### config.mk
export PLATFORM = sky130hd
export DESIGN_NAME = temporizador_mmss
export DESIGN_NICKNAME = d
export VERILOG_FILES = /design/src/rtl/temporizador_mmss_pkg.sv /design/src/rtl/temporizador_mmss_bcd_digit.sv /design/src/rtl/temporizador_mmss.sv
export SDC_FILE = /design/constraint.sdc
export NUM_CORES = 1
export LEC_CHECK = 0
export ABC_AREA = 1
export CORE_ASPECT_RATIO = 0.8
export CORE_MARGIN = 4
export CORE_UTILIZATION = 54
export CTS_CLUSTER_SIZE = 16
export DETAILED_ROUTE_END_ITERATION = 16
export PLACE_DENSITY = 0.8
export SLEW_MARGIN = 30
export SYNTH_ARGS = -nofsm -noshare
export SYNTH_HDL_FRONTEND = slang
export SYNTH_SLANG_ARGS = --single-unit
### constraint.sdc
create_clock -name clk_in -period 2.25 [get_ports clk_in]
set_clock_uncertainty 0.2 [all_clocks]
set_input_delay 0.675 -clock clk_in [delete_from_list [all_inputs] [get_ports clk_in]]
set_output_delay 0.675 -clock clk_in [all_outputs]
set_load 0.02 [all_outputs]
### src/rtl/temporizador_mmss_pkg.sv
// temporizador_mmss_pkg: shared state encoding, BCD limits and preset check for the MM:SS timer
package temporizador_mmss_pkg;

    typedef enum logic [1:0] {
        ST_IDLE,
        ST_RUN,
        ST_PAUSE,
        ST_DONE
    } state_e;

    localparam logic [3:0] SEC_TENS_MAX = 4'd5;
    localparam logic [3:0] BCD_MAX      = 4'd9;

    typedef struct packed {
        logic [3:0] tens;
        logic [3:0] units;
    } bcd_pair_t;

    // A preset is usable only if every digit is decimal, seconds stay below 60
    // and the minutes do not exceed the configured wrap point.
    function automatic logic preset_ok(bcd_pair_t m, bcd_pair_t s, logic [6:0] max_min);
        logic [6:0] m_val;
        m_val = {3'b000, m.tens} * 7'd10 + {3'b000, m.units};
        return (m.tens <= BCD_MAX) && (m.units <= BCD_MAX) &&
               (s.tens <= SEC_TENS_MAX) && (s.units <= BCD_MAX) &&
               (m_val <= max_min);
    endfunction

endpackage

### src/rtl/temporizador_mmss_bcd_digit.sv
// bcd_digit: one mod-(LIMIT+1) BCD digit with load, clear and up/down stepping
module bcd_digit
    import temporizador_mmss_pkg::*;
#(
    parameter logic [3:0] LIMIT = BCD_MAX
) (
    input  logic       clk_in,
    input  logic       rst_n,
    input  logic       en_i,
    input  logic       up_i,
    input  logic       load_i,
    input  logic       clear_i,
    input  logic [3:0] load_val_i,
    output logic [3:0] digit_o,
    output logic       carry_o,
    output logic       borrow_o
);

    logic [3:0] digit_q, digit_d;

    assign digit_o  = digit_q;
    assign carry_o  = up_i && (digit_q == LIMIT);
    assign borrow_o = !up_i && (digit_q == 4'd0);

    // Clear beats load beats stepping; stepping rolls over at LIMIT / 0.
    always_comb begin
        digit_d = clear_i ? 4'd0 :
                  load_i  ? load_val_i :
                  !en_i   ? digit_q :
                  up_i    ? (carry_o ? 4'd0 : digit_q + 4'd1) :
                            (borrow_o ? LIMIT : digit_q - 4'd1);
    end

    // Digit register.
    always_ff @(posedge clk_in or negedge rst_n) begin
        if (!rst_n) digit_q <= 4'd0;
        else        digit_q <= digit_d;
    end

endmodule

### src/rtl/temporizador_mmss.sv
// temporizador_mmss: MM:SS up/down BCD timer advanced by rising edges of the 1 Hz divider output
module temporizador_mmss
    import temporizador_mmss_pkg::*;
#(
    parameter int MIN_MAX = 59
) (
    input  logic       clk_in,
    input  logic       rst_n,
    input  logic       tick_in,
    input  logic       start,
    input  logic       stop,
    input  logic       clear,
    input  logic       load,
    input  logic       up_down,
    input  logic [7:0] preset_min,
    input  logic [7:0] preset_sec,
    output logic [7:0] min_bcd,
    output logic [7:0] sec_bcd,
    output logic       running,
    output logic       done,
    output logic       wrap,
    output logic       load_err
);

    localparam logic [3:0] MIN_T = 4'(MIN_MAX / 10);
    localparam logic [3:0] MIN_U = 4'(MIN_MAX % 10);

    state_e    state_q, state_d;
    logic      tick_q;
    logic      done_q, done_d;
    logic      wrap_q, wrap_d;
    logic      err_q, err_d;
    logic      tick, step, do_load, do_clear, wrap_clr, clr_all, ld_ok;
    logic      zero_dn, at_max, at_one;
    logic      c_su, b_su, c_st, b_st, c_mu, b_mu, c_mt, b_mt;
    logic      en_st, en_mu, en_mt;
    bcd_pair_t min_w, sec_w, pm, ps;

    assign pm       = preset_min;
    assign ps       = preset_sec;
    assign tick     = tick_in & ~tick_q;
    assign ld_ok    = preset_ok(pm, ps, 7'(MIN_MAX));
    assign zero_dn  = b_su & b_st & b_mu & b_mt;
    assign at_max   = c_mt & (min_w.units == MIN_U) & c_st & c_su;
    assign at_one   = b_mt & b_mu & b_st & (sec_w.units == 4'd1);
    assign en_st    = step & (c_su | b_su);
    assign en_mu    = en_st & (c_st | b_st);
    assign en_mt    = en_mu & (c_mu | b_mu);
    assign clr_all  = do_clear | wrap_clr;
    assign min_bcd  = min_w;
    assign sec_bcd  = sec_w;
    assign running  = (state_q == ST_RUN);
    assign done     = done_q;
    assign wrap     = wrap_q;
    assign load_err = err_q;

    // Command arbitration (clear > load > stop > start > tick) and next state.
    always_comb begin
        state_d  = state_q;
        step     = 1'b0;
        wrap_clr = 1'b0;
        do_clear = 1'b0;
        do_load  = 1'b0;
        done_d   = 1'b0;
        wrap_d   = 1'b0;
        err_d    = 1'b0;
        if (clear) begin
            state_d  = ST_IDLE;
            do_clear = 1'b1;
        end else if (load) begin
            if (ld_ok) begin
                do_load = 1'b1;
                if (state_q == ST_DONE) state_d = ST_IDLE;
            end else begin
                err_d = 1'b1;
            end
        end else if (stop) begin
            if (state_q == ST_RUN) state_d = ST_PAUSE;
        end else if (start) begin
            if (state_q != ST_RUN && !zero_dn) state_d = ST_RUN;
        end else if (state_q == ST_RUN && tick && !zero_dn) begin
            step = 1'b1;
            if (at_max) begin
                wrap_clr = 1'b1;
                wrap_d   = 1'b1;
            end
            if (at_one) begin
                done_d  = 1'b1;
                state_d = ST_DONE;
            end
        end
    end

    // State, edge-detect history and one-cycle status pulses.
    always_ff @(posedge clk_in or negedge rst_n) begin
        if (!rst_n) begin
            state_q <= ST_IDLE;
            tick_q  <= 1'b1;
            done_q  <= 1'b0;
            wrap_q  <= 1'b0;
            err_q   <= 1'b0;
        end else begin
            state_q <= state_d;
            tick_q  <= tick_in;
            done_q  <= done_d;
            wrap_q  <= wrap_d;
            err_q   <= err_d;
        end
    end

    bcd_digit #(.LIMIT(BCD_MAX)) u_sec_u (
        .clk_in(clk_in), .rst_n(rst_n), .en_i(step), .up_i(up_down),
        .load_i(do_load), .clear_i(clr_all), .load_val_i(ps.units),
        .digit_o(sec_w.units), .carry_o(c_su), .borrow_o(b_su)
    );

    bcd_digit #(.LIMIT(SEC_TENS_MAX)) u_sec_t (
        .clk_in(clk_in), .rst_n(rst_n), .en_i(en_st), .up_i(up_down),
        .load_i(do_load), .clear_i(clr_all), .load_val_i(ps.tens),
        .digit_o(sec_w.tens), .carry_o(c_st), .borrow_o(b_st)
    );

    bcd_digit #(.LIMIT(BCD_MAX)) u_min_u (
        .clk_in(clk_in), .rst_n(rst_n), .en_i(en_mu), .up_i(up_down),
        .load_i(do_load), .clear_i(clr_all), .load_val_i(pm.units),
        .digit_o(min_w.units), .carry_o(c_mu), .borrow_o(b_mu)
    );

    bcd_digit #(.LIMIT(MIN_T)) u_min_t (
        .clk_in(clk_in), .rst_n(rst_n), .en_i(en_mt), .up_i(up_down),
        .load_i(do_load), .clear_i(clr_all), .load_val_i(pm.tens),
        .digit_o(min_w.tens), .carry_o(c_mt), .borrow_o(b_mt)
    );

endmodule

After elaboration in Yosys (flattened, before gate mapping)
Cells that the tools add are included.
{ "totals": {"rom_bits": 0, "ramBits": 0, "out_inout_bits": 20, "register_bits": 22, "wordCells": 140, "in_bits": 24, "memories": 0, "latch_bits": 0} }
{ "op_classes": {"eq_ne": 12, "bitwise_logic": 18, "add_sub_neg": 9, "div": 0, "shift": 0, "magnitude_cmp": 5, "n_mul": 1, "n_mux": 58, "n_reduce_logical": 28} }
{ "op_table": {"columns": ["cell", "n"], "rows": [
  ["2-to-1 mux 4 bit", 24],
  ["2-to-1 mux 1 bit", 24],
  ["2-to-1 mux 2 bit", 10],
  ["adder 4 x 1 -> 4 bit (second input constant)", 4],
  ["logical NOT 4 bit", 4],
  ["subtractor 4 x 1 -> 4 bit (second input constant)", 4],
  ["logical AND 1 bit", 15],
  ["bitwise AND 1 bit", 13],
  ["less-or-equal comparator 4 bit (second input constant)", 3],
  ["nonzero test 3 bit", 4],
  ["nonzero test 5 bit", 2],
  ["equality test 4 x 3 -> 1 bit (second input constant)", 2],
  ["equality test 4 bit (second input constant)", 2],
  ["adder 7 x 4 -> 7 bit", 1],
  ["less-or-equal comparator 7 x 6 -> 1 bit (second input constant)", 1],
  ["multiplier 4 x 3 -> 6 bit (second input constant)", 1],
  ["!= test 3 x 2 -> 1 bit (second input constant)", 2],
  ["AND reduction 6 bit", 1],
  ["!= test 5 x 1 -> 1 bit (second input constant)", 1],
  ["equality test 4 x 1 -> 1 bit (second input constant)", 1],
  ["less-or-equal comparator 4 x 3 -> 1 bit (second input constant)", 1],
  ["!= test 4 x 1 -> 1 bit (second input constant)", 1],
  ["bitwise OR 1 bit", 4],
  ["equality test 2 x 1 -> 1 bit (second input constant)", 1],
  ["other kinds (4)", 5]
]} }

Depth between registers and ports, before layout
{ "depth": {"word_depth": 18, "mapped_depth": 17, "depth_no_buf": 16} }

By module
A second synthesis with hierarchy kept.
{ "hier_totals": {"hier_cells": 372, "hier_area_um2": 2493.6} }
{ "by_module_without_submodules": {"columns": ["mod", "seq_area_each_um2", "instances", "cells_per_inst", "area_each_um2"], "rows": [
  ["bcd_digit (u_min_u ...)", 100.1, 2, 65, 446.7],
  ["bcd_digit (u_min_t ...)", 100.1, 2, 67, 442.9],
  ["temporizador_mmss", 151.4, 1, 108, 714.4]
]} }

Worst setup path after synthesis
No wires, ideal clock.
{ "synth_timing": {"path_type": "input to register", "startpoint": "input preset_min[5]", "endpoint": "register u_min_u.digit_q[0], in the netlist u_min_u.digit_o[0]", "required_time_ps": 1932, "cell_stages": 15, "slack_ps": -539, "t_arrival_ps": 2472, "setup_ps": 118, "path_buffers": 1, "path_cell_list": "ha_1 ha_1 inv_1 fa_1 xnor2_1 inv_1 nor2_1 nand2_1 nand2_1 clkbuf_1 nand4_1 nand2_2 inv_2 nand3_1 nand2_1"} }
{ "synth_between": {"elab_chain_cells": 10, "word_cells_on_any_way": 14, "cone_classes": "add/sub: 1; mul: 1; order compare: 2; mux: 5; reduce/logical: 5"} }
{ "synth_lines": {"columns": ["element", "line_no", "text"], "rows": [
  ["start, declared", "temporizador_mmss.sv:15", "input logic [7:0] preset_min,"],
  ["branches (longest 4 deep; another with adder 7 x 4 -> 7 bit)", null, null],
  ["logical AND 1 bit (*)", "temporizador_mmss_pkg.sv:25", "(s.tens <= SEC_TENS_MAX) && (s.units <= BCD_MAX) &&"],
  ["2-to-1 mux 1 bit (*)", "temporizador_mmss.sv:71", "if (ld_ok) begin"],
  ["2-to-1 mux 1 bit (*)", "temporizador_mmss.sv:70", "end else if (load) begin"],
  ["2-to-1 mux 1 bit (*)", "temporizador_mmss.sv:67", "if (clear) begin"],
  ["2-to-1 mux 4 bit", "temporizador_mmss_bcd_digit.sv:28", "load_i ? load_val_i :"],
  ["2-to-1 mux 4 bit", "temporizador_mmss_bcd_digit.sv:27", "digit_d = clear_i ? 4'd0 :"],
  ["end signal, assigned", "temporizador_mmss_bcd_digit.sv:37", "else digit_q <= digit_d;"],
  ["end, declared", "temporizador_mmss_bcd_digit.sv:19", "logic [3:0] digit_q, digit_d;"]
]} }
Mark *: on every way between the ends.
A chain may end at the register's enable or synchronous reset.

Final worst setup path
{ "layout_timing": {"startpoint": "input preset_min[7]", "endpoint": "register u_min_u.digit_q[3], in the netlist u_min_u.digit_o[3]"} }
Same word-level chain as after synthesis.

==> reports/summary.md <==
The overall fraction of global-route tracks in use is 0.303. Summed over all nets, the half-perimeter wirelength after detailed placement is 5860 um. The launch point of the worst path was preset_min[7]. In the final layout, the multi-input gates occupy 1940 um2. In this run, the number of DRC markers left after iteration 0 of detailed routing was 467. Area added between synthesis and finish: 61.5%.

The endpoint required time on the critical path came out at 2.22 ns. The worst hold path belongs to the class reg -> reg. The worst hold path begins at state_q[0]. For this design the top-level I/O count stands at 44. The clock net in this run drives a total of 22 sinks. For this run the aggregate overflow at the end of global routing stands at 0.

The analysis attributes to cell leakage a power of 0.00216 uW. In the post-synthesis netlist, the biggest area contributors are dfrtp_1, nand2_1, ha_1. TritonCTS built the clock tree. Number of synthesized register bits: 22.

The root buffer cell chosen for the clock tree is clkbuf_8. The tools report the total standard cell area after synthesis as 2510 um2. At the later pin of the worst-skew pair, clock insertion delay measures 0.28 ns. The antenna diode count is 0, and the count of buffers inserted at the top-level ports is 43.

The share of post-route cells with drive strength above 1 was 0.386; the worst slew margin relative to its limit was 0.598. Detailed routing inserted a total of 3552 vias. Routed via count divided by cell count: 6.49. The power density relative to cell area works out to 374 nW/um2. Most repeated cell in the gate-level netlist after synthesis: nand2_1. The least setup slack across all paths after layout came out at -0.576 ns. Routed signal wires occupy layers up through met4. The tool flagged a number of max-cap violations equal to 0. STA classifies the critical path endpoint as a flop. For the number of pins with negative max-slew slack in the final report, the log shows 0. The effective utilization at floorplan was 0.580; the reported net switching power was 609 uW. The synthesized netlist contains 40 unique library cells.

The fraction of registers with async set or reset after synthesis is 1.00, and the clock network fraction of design power is 0.204. In this run the worst path has a maximum fanout of 6. Synthesis produced a netlist whose cell count is 368. The total of warnings raised by yosys is 0. Leaving out filler cells and counting taps, the final layout contains 547. Entering global routing, the biggest net connects 23 pins. Setup violations remaining at the end of the flow were counted as 22. dfrtp_1 takes more of the synthesized area than any other cell. The switching power as a share of total power works out to 0.402. For this run, the top clock speed supported by timing is 0.354 GHz.

In this run, synthesis inferred 0 flip-flops with an integrated enable. The mean routed wirelength per cell is 21.7 um, and the top-area cell type share of the netlist area is 0.209. After detailed routing, the number of remaining DRC violations is 0. The path with the worst hold slack has its endpoint at state_q[0]. The share of power burned in registers came out at 0.296. The overall die area is 5810 um2. For this block, wires on met1 add up to 3980 um.

In the detailed route, the total length drawn on met3 is 1620 um. The depth of the most critical reg-to-reg path is 13, and the worst ir drop on vdd is 299 uV. Counting every net in the synthesized netlist gives 416. The sequential area share after synthesis was 0.220; the wire length after detailed routing was 11900 um. The width of the chip works out to 84.3 um. For the pin with the worst max-slew slack, the measured transition is 0.597 ns. For the worst setup path, the data arrival time is 2.80 ns. The critical path is of the in -> reg type. By count the netlist is led by nand2_1, inv_1, nand3_1.

In the detailed route, the total length drawn on met2 is 5140 um. The number of antenna violations at the first check in global routing was 0; the number of CTS-inserted buffers was 3. The commonest register cell after synthesis was dfrtp_1. The maximum level of the CTS H-tree was 1. The count of nets left with antenna violations once routing finished came out at 0.

A synthesized cell averages 6.83 um2. The run gives 907 uW as the internal power contribution. Iteration count of the initial detailed-routing pass: 6.

Clock-pin slew was measured on the worst setup and hold paths at 0.10 ns. The die outline height was 69.0 um; the standard cell core area was 4340 um2. Final period demand of the worst path: 2.83 ns. The combinational share of power was 0.500. At the end of routability-driven placement, the weighted congestion stood at 0.898. Setup repair after global routing could not meet its margin everywhere.

Across the whole layout, storage elements account for 552 um2. The core utilization of the finished layout is 0.936, and the number of global-route vias before repair is 3095. The part of the cycle the worst path needs works out to 1.26. The setup check on the worst reg-to-reg path leaves a slack of -0.21 ns. The first-pass GRT wire length came out at 14500 um. In this run the critical register-to-register path is launched from u_min_u.digit_o[1].

The worst setup path is launched from an input port. The flow ran to the end, but the final reports show violations. Counting the fill cells in the layout gives 147.

The worst hold path stage count is 2, and the final number of hold-violating endpoints is 0. The maximum root-to-sink buffer count was 2; the final net count was 539. The terminus of the critical flop-to-flop path was u_min_t.digit_o[0]. The number of placed instances, taps included, is 525. The final reports fail on setup timing. The floorplan has 21 rows.
==> worst max-delay path by stage <==
stage / to / cells past startpoint
floorplan: u_sec_u.digit_o[2] / 15
finish: u_min_u.digit_o[3] / 16
global route: u_sec_t.digit_o[2] / 17
detailed placement: u_min_t.digit_o[2] / 16
CTS: u_sec_t.digit_o[1] / 16
global placement: u_min_t.digit_o[1] / 16
==> per-layer routing <==
metal,global-route usage,vias up
met5,0,-
met4,0.145,0
met3,0.0560,131
met2,0.503,393
met1,0.378,1595
li1,-,1433
==> worst max-delay path: stages <==
cell and delay (ns):
buf_6 0.10, ha_4 0.26, ha_4 0.11, inv_2 0.03, fa_2 0.34, xnor2_1 0.17, inv_1 0.08, nor2_2 0.08
nand2_1 0.08, nand2_2 0.13, nand3_4 0.20, clkbuf_16 0.23, nand3_4 0.08, inv_4 0.06, nand2_1 0.10, nand2_2 0.06
==> area by class of cell <==
cell class / count / share of cell area
clock buffers: 4 / 0.0136
inverters: 68 / 0.0678
multi-input cells: 267 / 0.477
flip-flops and latches: 22 / 0.136
well taps: 57 / 0.0176
repair buffers: 129 / 0.288
==> power groups by stage <==
stage / Clock, uW / Sequential [uW] / Combinational [uW]
global route: 317 / 452 / 802
global placement: 0 / 452 / 568
detailed placement: 0 / 453 / 587
floorplan: 0 / 468 / 320
finish: 309 / 449 / 757
CTS: 298 / 446 / 638
==> timing repair <==
action,in CTS,in global routing
gates cloned,2,1
hold buffers,0,0
resized for setup,57,53
buffers inserted,13,4
pin swaps,23,24
setup endpoints to repair,29,29
==> stage by stage <==
stage	instance area [um2]	total power [uW]	setup WS, ns	hold WS, ns	setup TNS, ns
after CTS	3860	1380	-0.417	0.326	-6.89
after global routing	4060	1570	-0.731	0.376	-12.58
final	4060	1520	-0.576	0.337	-10.21
after detailed placement	3560	1040	-1.03	0.304	-19.57
after global placement	3560	1020	-0.967	0.297	-18.42
after floorplan	2620	789	-0.362	0.179	-6.08
==> kinds of logic after synthesis <==
family,after synthesis,share of synthesized area
simple gates,193,0.401
buf+inv,79,0.129
compound gates,39,0.0862
fa+ha+maj,24,0.125
flops,22,0.220
xor+xnor,11,0.0383
==> state kept, by name (all words and copies together), names as in the netlist <==
signal,cells
wrap,1
tick_q,1
done,1
u_sec_t.digit_o,4
u_min_u.digit_o,4
load_err,1
u_min_t.digit_o,4
u_sec_u.digit_o,4
state_q,2
==> cells in the final DEF (no fill, tap or decap), types with 8 or more instances in the layout <==
master / n
a21oi_1: 11
buf_4: 75
buf_6: 8
clkdlybuf4s50_1: 23
dfrtp_1: 21
dlymetal6s2s_1: 8
ha_1: 17
inv_1: 48
inv_2: 16
nand2_1: 69
nand2_2: 17
nand3_1: 18
nand3_2: 11
nand4_1: 21
nor2_1: 16
nor2_2: 8
o21ai_0: 14
(Power assumes the default switching activity.)
